===== config.mk =====
export PLATFORM = sky130hd
export DESIGN_NAME = rat_sched_flat
export DESIGN_NICKNAME = d
export VERILOG_FILES = /design/src/rtl/rat_pkg.sv /design/src/rtl/rat_sched_if.sv /design/src/rtl/rat_rr_arb.sv /design/src/rtl/rat_sched.sv /design/src/flat_wrapper.sv
export SDC_FILE = /design/constraint.sdc
export NUM_CORES = 1
export LEC_CHECK = 0
export BUFFER_PORTS_ARGS = -buffer_cell sky130_fd_sc_hd__buf_2
export CORE_AREA = 2 2 312 314
export CTS_CLUSTER_DIAMETER = 100
export DETAILED_ROUTE_END_ITERATION = 8
export DIE_AREA = 0 0 314 316
export GPL_ROUTABILITY_DRIVEN = 0
export GPL_TIMING_DRIVEN = 0
export PLACE_DENSITY_LB_ADDON = 0.12
export SKIP_LAST_GASP = 1
export SYNTH_ARGS = -nofsm -noshare
export SYNTH_HDL_FRONTEND = slang
export SYNTH_SLANG_ARGS = --single-unit

===== constraint.sdc =====
create_clock -name clk -period 6.5 [get_ports clk]
set_clock_uncertainty 0.05 [all_clocks]
set_input_delay 0.325 -clock clk [delete_from_list [all_inputs] [get_ports clk]]
set_output_delay 0.325 -clock clk [all_outputs]
set_load 0.01 [all_outputs]

===== src/rtl/rat_pkg.sv =====
`default_nettype none
// ============================================================================
// Module      : rat_pkg
// Description : Shared types for the rational-op scheduler.
// Revision    : 1.0  initial release
// ============================================================================
package rat_pkg;

    localparam int c_RAT_WIDTH_DEF = 32;

    typedef enum logic [1:0] {
        OP_ADD = 2'd0,
        OP_SUB = 2'd1,
        OP_MUL = 2'd2,
        OP_DIV = 2'd3
    } rat_op_e;

    typedef enum logic [1:0] {
        ST_IDLE  = 2'd0,
        ST_ISSUE = 2'd1,
        ST_WAIT  = 2'd2,
        ST_RESP  = 2'd3
    } rat_state_e;

endpackage
`default_nettype wire


===== src/rtl/rat_sched_if.sv =====
`default_nettype none
// ============================================================================
// Module      : rat_sched_if
// Description : Request, shared-unit and response signals of the scheduler.
//               slave = scheduler view, master = clients/unit/consumer view.
// Revision    : 1.0  initial release
// ============================================================================
interface rat_sched_if
    import rat_pkg::*;
#(
    parameter int NREQ  = 4,
    parameter int WIDTH = c_RAT_WIDTH_DEF
);
    localparam int c_IDW = $clog2(NREQ);

    logic [NREQ-1:0]       req_valid;
    logic [NREQ-1:0]       req_ready;
    logic [2*NREQ-1:0]     req_op;
    logic [WIDTH*NREQ-1:0] req_l_num;
    logic [WIDTH*NREQ-1:0] req_l_den;
    logic [WIDTH*NREQ-1:0] req_r_num;
    logic [WIDTH*NREQ-1:0] req_r_den;

    logic                  u_start;
    logic [1:0]            u_op;
    logic [WIDTH-1:0]      u_l_num;
    logic [WIDTH-1:0]      u_l_den;
    logic [WIDTH-1:0]      u_r_num;
    logic [WIDTH-1:0]      u_r_den;
    logic [WIDTH-1:0]      u_s_num;
    logic [WIDTH-1:0]      u_s_den;
    logic                  u_rdy;

    logic                  rsp_valid;
    logic                  rsp_ready;
    logic [c_IDW-1:0]      rsp_id;
    logic [WIDTH-1:0]      rsp_num;
    logic [WIDTH-1:0]      rsp_den;
    logic                  rsp_dz;
    logic                  rsp_err;

    modport slave (
        input  req_valid, req_op, req_l_num, req_l_den, req_r_num, req_r_den,
        output req_ready,
        output u_start, u_op, u_l_num, u_l_den, u_r_num, u_r_den,
        input  u_s_num, u_s_den, u_rdy,
        output rsp_valid, rsp_id, rsp_num, rsp_den, rsp_dz, rsp_err,
        input  rsp_ready
    );

    modport master (
        output req_valid, req_op, req_l_num, req_l_den, req_r_num, req_r_den,
        input  req_ready,
        input  u_start, u_op, u_l_num, u_l_den, u_r_num, u_r_den,
        output u_s_num, u_s_den, u_rdy,
        input  rsp_valid, rsp_id, rsp_num, rsp_den, rsp_dz, rsp_err,
        output rsp_ready
    );

endinterface
`default_nettype wire


===== src/rtl/rat_rr_arb.sv =====
`default_nettype none
// ============================================================================
// Module      : rat_rr_arb
// Description : Combinational round-robin picker: first request at or after
//               i_ptr, wrapping, as a one-hot grant.
// Revision    : 1.0  initial release
// ============================================================================
module rat_rr_arb
    import rat_pkg::*;
#(
    parameter int NREQ = 4
) (
    input  wire logic [NREQ-1:0]         i_req,
    input  wire logic [$clog2(NREQ)-1:0] i_ptr,
    output logic      [NREQ-1:0]         o_gnt
);
    localparam int c_PW  = $clog2(NREQ);
    localparam int c_PW1 = c_PW + 1;

    logic [c_PW:0] w_pos;
    logic          w_found;

    always_comb begin
        o_gnt   = '0;
        w_found = 1'b0;
        w_pos   = '0;
        for (int k = 0; k < NREQ; k++) begin
            // One spare bit so ptr+k can be folded back into 0..NREQ-1
            w_pos = {1'b0, i_ptr} + c_PW1'(k);
            if (w_pos >= c_PW1'(NREQ)) begin
                w_pos = w_pos - c_PW1'(NREQ);
            end
            if (!w_found && i_req[w_pos[c_PW-1:0]]) begin
                o_gnt[w_pos[c_PW-1:0]] = 1'b1;
                w_found                = 1'b1;
            end
        end
    end

endmodule
`default_nettype wire


===== src/rtl/rat_sched.sv =====
`default_nettype none
// ============================================================================
// Module      : rat_sched
// Description : Round-robin scheduler sharing one multi-cycle rational unit
//               among NREQ requesters. Optional watchdog: RAT_SCHED_TIMEOUT_EN.
// Revision    : 1.0  initial release
// ============================================================================
module rat_sched
    import rat_pkg::*;
#(
    parameter int NREQ    = 4,
    parameter int WIDTH   = c_RAT_WIDTH_DEF,
    parameter int TIMEOUT = 64
) (
    input  wire logic  clk,
    input  wire logic  rst,
    rat_sched_if.slave bus
);
    localparam int c_IDW = $clog2(NREQ);

    if (NREQ < 2 || NREQ > 8 || TIMEOUT < 1) begin : g_param_check
        $error("rat_sched: NREQ must be 2..8 and TIMEOUT at least 1");
    end

    rat_state_e       r_state;
    rat_state_e       w_state_nxt;
    logic [c_IDW-1:0] r_ptr;
    logic [c_IDW-1:0] r_id;
    logic [c_IDW-1:0] w_gnt_id;
    logic [c_IDW-1:0] w_ptr_nxt;
    logic [NREQ-1:0]  w_gnt;
    logic [NREQ-1:0]  w_ready;
    logic             w_accept;
    logic             w_rdy_take;
    logic             w_tmo_hit;
    logic             w_rsp_err;

    rat_op_e          r_op;
    rat_op_e          w_sel_op;
    logic [WIDTH-1:0] r_l_num, r_l_den, r_r_num, r_r_den;
    logic [WIDTH-1:0] w_sel_l_num, w_sel_l_den, w_sel_r_num, w_sel_r_den;
    logic [WIDTH-1:0] r_rsp_num, r_rsp_den;
    logic             r_rsp_dz;

    rat_rr_arb #(
        .NREQ (NREQ)
    ) u_arb (
        .i_req (bus.req_valid),
        .i_ptr (r_ptr),
        .o_gnt (w_gnt)
    );

    assign w_ready    = (r_state == ST_IDLE) ? w_gnt : '0;
    assign w_accept   = |(bus.req_valid & w_ready);
    assign w_rdy_take = (r_state == ST_WAIT) && bus.u_rdy;

    always_comb begin
        w_gnt_id    = '0;
        w_sel_op    = OP_ADD;
        w_sel_l_num = '0;
        w_sel_l_den = '0;
        w_sel_r_num = '0;
        w_sel_r_den = '0;
        for (int i = 0; i < NREQ; i++) begin
            if (w_gnt[i]) begin
                w_gnt_id    = c_IDW'(i);
                w_sel_op    = rat_op_e'(bus.req_op[2*i +: 2]);
                w_sel_l_num = bus.req_l_num[WIDTH*i +: WIDTH];
                w_sel_l_den = bus.req_l_den[WIDTH*i +: WIDTH];
                w_sel_r_num = bus.req_r_num[WIDTH*i +: WIDTH];
                w_sel_r_den = bus.req_r_den[WIDTH*i +: WIDTH];
            end
        end
    end

    assign w_ptr_nxt = (w_gnt_id == c_IDW'(NREQ - 1)) ? '0 : w_gnt_id + 1'b1;

    always_ff @(posedge clk or posedge rst) begin
        if (rst) begin
            r_state <= ST_IDLE;
        end else begin
            r_state <= w_state_nxt;
        end
    end

    always_comb begin
        w_state_nxt = r_state;
        case (r_state)
            ST_IDLE:  if (w_accept) w_state_nxt = ST_ISSUE;
            ST_ISSUE: w_state_nxt = ST_WAIT;
            ST_WAIT:  if (bus.u_rdy || w_tmo_hit) w_state_nxt = ST_RESP;
            ST_RESP:  if (bus.rsp_ready) w_state_nxt = ST_IDLE;
            default:  w_state_nxt = ST_IDLE;
        endcase
    end

    always_ff @(posedge clk or posedge rst) begin
        if (rst) begin
            r_ptr     <= '0;
            r_id      <= '0;
            r_op      <= OP_ADD;
            r_l_num   <= '0;
            r_l_den   <= '0;
            r_r_num   <= '0;
            r_r_den   <= '0;
            r_rsp_num <= '0;
            r_rsp_den <= '0;
            r_rsp_dz  <= 1'b0;
        end else begin
            if (w_accept) begin
                r_ptr   <= w_ptr_nxt;
                r_id    <= w_gnt_id;
                r_op    <= w_sel_op;
                r_l_num <= w_sel_l_num;
                r_l_den <= w_sel_l_den;
                r_r_num <= w_sel_r_num;
                r_r_den <= w_sel_r_den;
            end
            if (w_rdy_take) begin
                r_rsp_num <= bus.u_s_num;
                r_rsp_den <= bus.u_s_den;
                r_rsp_dz  <= (bus.u_s_den == '0);
            end else if (w_tmo_hit) begin
                r_rsp_num <= '0;
                r_rsp_den <= '0;
                r_rsp_dz  <= 1'b1;
            end
        end
    end

`ifdef RAT_SCHED_TIMEOUT_EN
    localparam int c_CNT_W = $clog2(TIMEOUT + 1);

    logic [c_CNT_W-1:0] r_tmo_cnt;
    logic               r_rsp_err;

    // Fires on the TIMEOUT-th WAIT cycle that sees no u_rdy
    assign w_tmo_hit = (r_state == ST_WAIT) && !bus.u_rdy &&
                       (r_tmo_cnt == c_CNT_W'(TIMEOUT - 1));

    always_ff @(posedge clk or posedge rst) begin
        if (rst) begin
            r_tmo_cnt <= '0;
            r_rsp_err <= 1'b0;
        end else begin
            if (r_state == ST_ISSUE) begin
                r_tmo_cnt <= '0;
            end else if (r_state == ST_WAIT) begin
                r_tmo_cnt <= r_tmo_cnt + 1'b1;
            end
            if (w_rdy_take) begin
                r_rsp_err <= 1'b0;
            end else if (w_tmo_hit) begin
                r_rsp_err <= 1'b1;
            end
        end
    end

    assign w_rsp_err = r_rsp_err;
`else
    assign w_tmo_hit = 1'b0;
    assign w_rsp_err = 1'b0;
`endif

    assign bus.req_ready = w_ready;
    assign bus.u_start   = (r_state == ST_ISSUE);
    assign bus.u_op      = r_op;
    assign bus.u_l_num   = r_l_num;
    assign bus.u_l_den   = r_l_den;
    assign bus.u_r_num   = r_r_num;
    assign bus.u_r_den   = r_r_den;
    assign bus.rsp_valid = (r_state == ST_RESP);
    assign bus.rsp_id    = r_id;
    assign bus.rsp_num   = r_rsp_num;
    assign bus.rsp_den   = r_rsp_den;
    assign bus.rsp_dz    = r_rsp_dz;
    assign bus.rsp_err   = w_rsp_err;

endmodule
`default_nettype wire


===== src/flat_wrapper.sv =====
// flat-port wrapper written by rule: the top's interface ports become plain ports
module rat_sched_flat import rat_pkg::*;
#(
    parameter int NREQ    = 4,
    parameter int WIDTH   = c_RAT_WIDTH_DEF,
    parameter int TIMEOUT = 64
)
  (clk, rst, bus_req_valid, bus_req_op, bus_req_l_num, bus_req_l_den, bus_req_r_num, bus_req_r_den, bus_req_ready, bus_u_start, bus_u_op, bus_u_l_num, bus_u_l_den, bus_u_r_num, bus_u_r_den, bus_u_s_num, bus_u_s_den, bus_u_rdy, bus_rsp_valid, bus_rsp_id, bus_rsp_num, bus_rsp_den, bus_rsp_dz, bus_rsp_err, bus_rsp_ready);
  rat_sched_if #(.NREQ(NREQ), .WIDTH(WIDTH)) bus_i ();
  input  wire logic clk;
  input  wire logic rst;
  input wire logic [$bits(bus_i.req_valid)-1:0] bus_req_valid;
  input wire logic [$bits(bus_i.req_op)-1:0] bus_req_op;
  input wire logic [$bits(bus_i.req_l_num)-1:0] bus_req_l_num;
  input wire logic [$bits(bus_i.req_l_den)-1:0] bus_req_l_den;
  input wire logic [$bits(bus_i.req_r_num)-1:0] bus_req_r_num;
  input wire logic [$bits(bus_i.req_r_den)-1:0] bus_req_r_den;
  output wire logic [$bits(bus_i.req_ready)-1:0] bus_req_ready;
  output wire logic [$bits(bus_i.u_start)-1:0] bus_u_start;
  output wire logic [$bits(bus_i.u_op)-1:0] bus_u_op;
  output wire logic [$bits(bus_i.u_l_num)-1:0] bus_u_l_num;
  output wire logic [$bits(bus_i.u_l_den)-1:0] bus_u_l_den;
  output wire logic [$bits(bus_i.u_r_num)-1:0] bus_u_r_num;
  output wire logic [$bits(bus_i.u_r_den)-1:0] bus_u_r_den;
  input wire logic [$bits(bus_i.u_s_num)-1:0] bus_u_s_num;
  input wire logic [$bits(bus_i.u_s_den)-1:0] bus_u_s_den;
  input wire logic [$bits(bus_i.u_rdy)-1:0] bus_u_rdy;
  output wire logic [$bits(bus_i.rsp_valid)-1:0] bus_rsp_valid;
  output wire logic [$bits(bus_i.rsp_id)-1:0] bus_rsp_id;
  output wire logic [$bits(bus_i.rsp_num)-1:0] bus_rsp_num;
  output wire logic [$bits(bus_i.rsp_den)-1:0] bus_rsp_den;
  output wire logic [$bits(bus_i.rsp_dz)-1:0] bus_rsp_dz;
  output wire logic [$bits(bus_i.rsp_err)-1:0] bus_rsp_err;
  input wire logic [$bits(bus_i.rsp_ready)-1:0] bus_rsp_ready;
  assign bus_i.req_valid = bus_req_valid;
  assign bus_i.req_op = bus_req_op;
  assign bus_i.req_l_num = bus_req_l_num;
  assign bus_i.req_l_den = bus_req_l_den;
  assign bus_i.req_r_num = bus_req_r_num;
  assign bus_i.req_r_den = bus_req_r_den;
  assign bus_req_ready = bus_i.req_ready;
  assign bus_u_start = bus_i.u_start;
  assign bus_u_op = bus_i.u_op;
  assign bus_u_l_num = bus_i.u_l_num;
  assign bus_u_l_den = bus_i.u_l_den;
  assign bus_u_r_num = bus_i.u_r_num;
  assign bus_u_r_den = bus_i.u_r_den;
  assign bus_i.u_s_num = bus_u_s_num;
  assign bus_i.u_s_den = bus_u_s_den;
  assign bus_i.u_rdy = bus_u_rdy;
  assign bus_rsp_valid = bus_i.rsp_valid;
  assign bus_rsp_id = bus_i.rsp_id;
  assign bus_rsp_num = bus_i.rsp_num;
  assign bus_rsp_den = bus_i.rsp_den;
  assign bus_rsp_dz = bus_i.rsp_dz;
  assign bus_rsp_err = bus_i.rsp_err;
  assign bus_i.rsp_ready = bus_rsp_ready;
  rat_sched #(.NREQ(NREQ), .WIDTH(WIDTH), .TIMEOUT(TIMEOUT)) u_core (.clk(clk), .rst(rst), .bus(bus_i));
endmodule

==> out/results.ini <==
[pwr]
p_leak_nw = 10.7
switching_share = 0.510
ir_drop_mv = 0.183
p_seq_frac = 0.202
power.switching_w = 0.00551
internal-power_w = 0.00530
power.density_nw_per_um2 = 527
clkPwrFrac = 0.143
power_w = 0.0108
comb_power_share = 0.655

[sta]
slew_violations = 0
fin_tns_setup_ps = 0
min_period_ps = 5000
rsz0062_at_grt = no
clock.fmax_mhz = 200
setup_viol = 0
tightestPinTransition_ps = 990
hold_viol = 0
finalCritPeriodShare = 0.770
max_slew_margin = 0.340

[logic_synthesis]
ys_types = 46
seq_area_frac_synth = 0.413
synthesis.area_sq_um = 12200
syn_avg_cell_area_sq_um = 8.69
syn_nets = 2006
yosys_warnings = 0
ys_ff_latch = 201
postSynthCellCount = 1403

[floorplanning]
core_area_sq_um = 96000
start_util = 0.127
die_area_sq_um = 99200
fp.dieW_um = 314
row_count = 114
ios = 796
dieHeight_um = 316

[finish]
design_area_sq_um = 20500
multi_input_area_sq_um = 6070
regArea_sq_um = 5030
nNetsFinal = 3010
layout-drive-gt1-share = 0.408
fill_cells = 10892
area_growth_pct = 68.3

[setup_path]
cp_num_cells = 10
worst-path-max-fanout = 10
rr_startpoint = u_core.r_ptr[0]
critical_path.top_delay_family = simple AND/OR/NAND/NOR gates
worst-path-buf-inv = 5
r2r_slack_ps = 2050
max_stage_delay_ps = 690
endpoint_kind = primary output
critPathSlowestCell = or4b_2
worst_setup_path_start_kind = flop
worstSetupPathType = flop to primary output
critical_path_required_ps = 6120
ff2ff_path_depth = 12
timing.rr.end = u_core.bus.u_l_num[16]
worstPathCellList = buf_2 > inv_1 > ha_1 > mux4_2 > or4b_2 > nand3_1 > buf_4 > buf_2 > and2_1 > buf_2
cp_common_cell = buf_2
arrival_ps = 4630

[grt]
grt.total_usage = 0.147
grt_antenna_before_repair = 24
grt_max_degree = 103
first_global_vias = 16022
grt-ovfl-total = 0
grt_pass1_wl_mm = 108

[clocking]
cts_buffer_depth = 3
cts_setup_buffers = 0
cts_root_buf = clkbuf_16
clock-sinks = 201
clkSlewWorstSetupHoldPaths_ps = 50
tritoncts = yes
clk_latency_ps = 570
htreeDepth = 1
numCtsBuffers = 29

[routing]
first_pass_iters = 6
routed_wirelength_mm = 77.4
drtIter0Drc = 516
wl_per_cell_um = 20.8
vias = 14836
drc = 0
via_per_inst = 3.99
ant_nets = 0

[worst_hold_path]
min-delay-path-class = input pin to flop
hold_depth = 3
hp-start = bus_req_r_num[124]
min_to = u_core.bus.u_r_num[28]

[run_status]
outcome = finished clean

[placed_design]
hpwl_mm = 62.7
place_area_sq_um = 17800
io_buffers = 794

[job]
cap_violations = 0

logic make-up after synthesis:
family          Yosys count  share of synthesized area
buf+inv                 268                     0.0899
flops                   201                      0.413
simple gates            435                      0.157
mux                      68                     0.0645
other cells               1                   0.000308
fa+ha+maj                11                     0.0113
compound gates          419                      0.264
power by group through the flow:
| stage | Clock (W) | Sequential [W] | Combinational, W |
|---|---|---|---|
| 3_3_place_gp | 0 | 0.00218 | 0.00723 |
| 3_5_place_dp | 0 | 0.00220 | 0.00723 |
| 5_1_grt | 0.00167 | 0.00225 | 0.00783 |
| 2_1_floorplan | 0 | 0.00244 | 0.00381 |
| 6_report | 0.00155 | 0.00218 | 0.00708 |
| 4_1_cts | 0.00162 | 0.00219 | 0.00734 |
registers in the layout, summed over array words and instances, names as in the netlist:
signal and count:
u_core.bus.u_op 2, u_core.bus.rsp_id 2, u_core.bus.u_r_num 32, u_core.bus.rsp_num 32
u_core.r_ptr 2, u_core.bus.rsp_den 32, u_core.bus.u_l_num 32, u_core.bus.u_l_den 32
u_core.bus.rsp_dz 1, u_core.r_state 2, u_core.bus.u_r_den 32
cell usage after synthesis, drive strengths merged:
| cell | number | area share |
|---|---|---|
| a22oi | 1 | 0.00062 |
| mux2i | 1 | 0.00082 |
| or3 | 2 | 0.0010 |
| a211oi | 1 | 0.00062 |
| nand3b | 1 | 0.0016 |
| nor4b | 2 | 0.0014 |
| and3b | 2 | 0.0014 |
| o21ai | 4 | 0.0016 |
| o31a | 2 | 0.0014 |
| o41ai | 1 | 0.0023 |
| nor3b | 4 | 0.0025 |
| a221oi | 1 | 0.00072 |
| or4 | 1 | 0.00062 |
| inv | 143 | 0.044 |
| and3 | 1 | 0.00051 |
| a21o | 2 | 0.0012 |
| nand3 | 132 | 0.054 |
| a311oi | 1 | 0.00072 |
| o22ai | 1 | 0.00051 |
| ha | 11 | 0.011 |
| a21oi | 138 | 0.057 |
| mux2 | 65 | 0.060 |
| o211a | 130 | 0.11 |
| nand4 | 2 | 0.0010 |
| a31oi | 3 | 0.0021 |
| nor2b | 1 | 0.00051 |
| and2 | 4 | 0.0021 |
| dfrtp | 201 | 0.41 |
| o31ai | 132 | 0.088 |
| conb | 1 | 0.00031 |
| a22o | 1 | 0.00072 |
| nor4 | 9 | 0.0046 |
| mux4 | 2 | 0.0037 |
| nor3 | 3 | 0.0016 |
| clkbuf | 62 | 0.019 |
| or4b | 1 | 0.00082 |
| nand2 | 135 | 0.042 |
| buf | 63 | 0.027 |
| nor2 | 135 | 0.042 |
| o21a | 1 | 0.00062 |
cells in the final DEF, fill, tap and decap left out, types with 2 or more instances in the layout:
| cell type | Yosys | layout |
|---|---|---|
| buf_2 | 60 | 854 |
| a31oi_1 | 2 | 2 |
| clkinv_2 | 0 | 3 |
| nor4_1 | 9 | 9 |
| inv_6 | 0 | 2 |
| o21ai_0 | 3 | 3 |
| inv_1 | 143 | 142 |
| a21oi_1 | 138 | 138 |
| dfrtp_1 | 201 | 201 |
| and3b_1 | 2 | 2 |
| nor2_1 | 135 | 135 |
| o31ai_1 | 116 | 116 |
| clkbuf_1 | 62 | 70 |
| ha_1 | 11 | 11 |
| mux2_2 | 65 | 65 |
| nand4_1 | 2 | 2 |
| clkbuf_8 | 0 | 8 |
| and2_1 | 4 | 4 |
| clkbuf_16 | 0 | 29 |
| dlygate4sd3_1 | 0 | 178 |
| o211a_1 | 130 | 130 |
| o31a_1 | 2 | 2 |
| clkbuf_2 | 0 | 2 |
| diode_2 | 0 | 11 |
| mux4_2 | 2 | 2 |
| nor3_1 | 2 | 2 |
| nor3b_1 | 4 | 4 |
| buf_4 | 2 | 2 |
| o31ai_2 | 16 | 16 |
| a21o_1 | 2 | 2 |
| nor4b_1 | 2 | 2 |
| or3_1 | 2 | 2 |
| nand2_1 | 135 | 135 |
| nand3_1 | 132 | 132 |
worst min-delay path, cell delays in order:
cell	delay [ps]
buf_2	110
nor2_1	100
o31ai_1	80
per-stage QoR:
stage	util	hold slack, ps	setup WS [ps]	cells
3_5_place_dp	0.185	411	1790	3474
6_report	0.214	34.2	1500	3716
3_3_place_gp	0.185	409	-3170	3473
5_1_grt	0.214	14.9	1150	3712
2_1_floorplan	-	426	643	1403
4_1_cts	0.214	0.689	1270	3705
worst max-delay path by stage:
stage | startpoint | to | slack, ps
after floorplan | rst | u_core.bus.rsp_den[0] | 640
after global placement | rst | u_core.bus.u_r_num[3] | -3170
after detailed placement | u_core.r_ptr[0] | u_core.bus.u_l_den[9] | 1790
after CTS | u_core.r_ptr[0] | bus_req_ready[3] | 1270
after global routing | u_core.r_ptr[0] | bus_req_ready[3] | 1150
final | u_core.r_ptr[0] | bus_req_ready[3] | 1500
layer usage:
metal  vias to the layer above  track usage  wire (um)
li1                       6973            -          -
met1                      7166        0.162      29500
met2                       594        0.283      40800
met3                        93       0.0348       5220
met4                        10       0.0350       1740
met5                         -            0         62
layout make-up:
type | count | share of cell area
antenna | 11 | 0.00134
clock inverter | 6 | 0.00195
timing repair buffer | 973 | 0.282
multi-input combinational | 934 | 0.296
buffer | 125 | 0.0274
clock buffer | 47 | 0.0426
inverter | 143 | 0.0265
sequential | 201 | 0.245
tap | 1276 | 0.0778
timing repair:
action / CTS / global route
hold endpoints to repair: 278 / 0
resized for setup: 0 / 0
endpoints found under the setup margin: 0 / 0
hold buffers: 178 / 0
(Power assumes the default switching activity.)
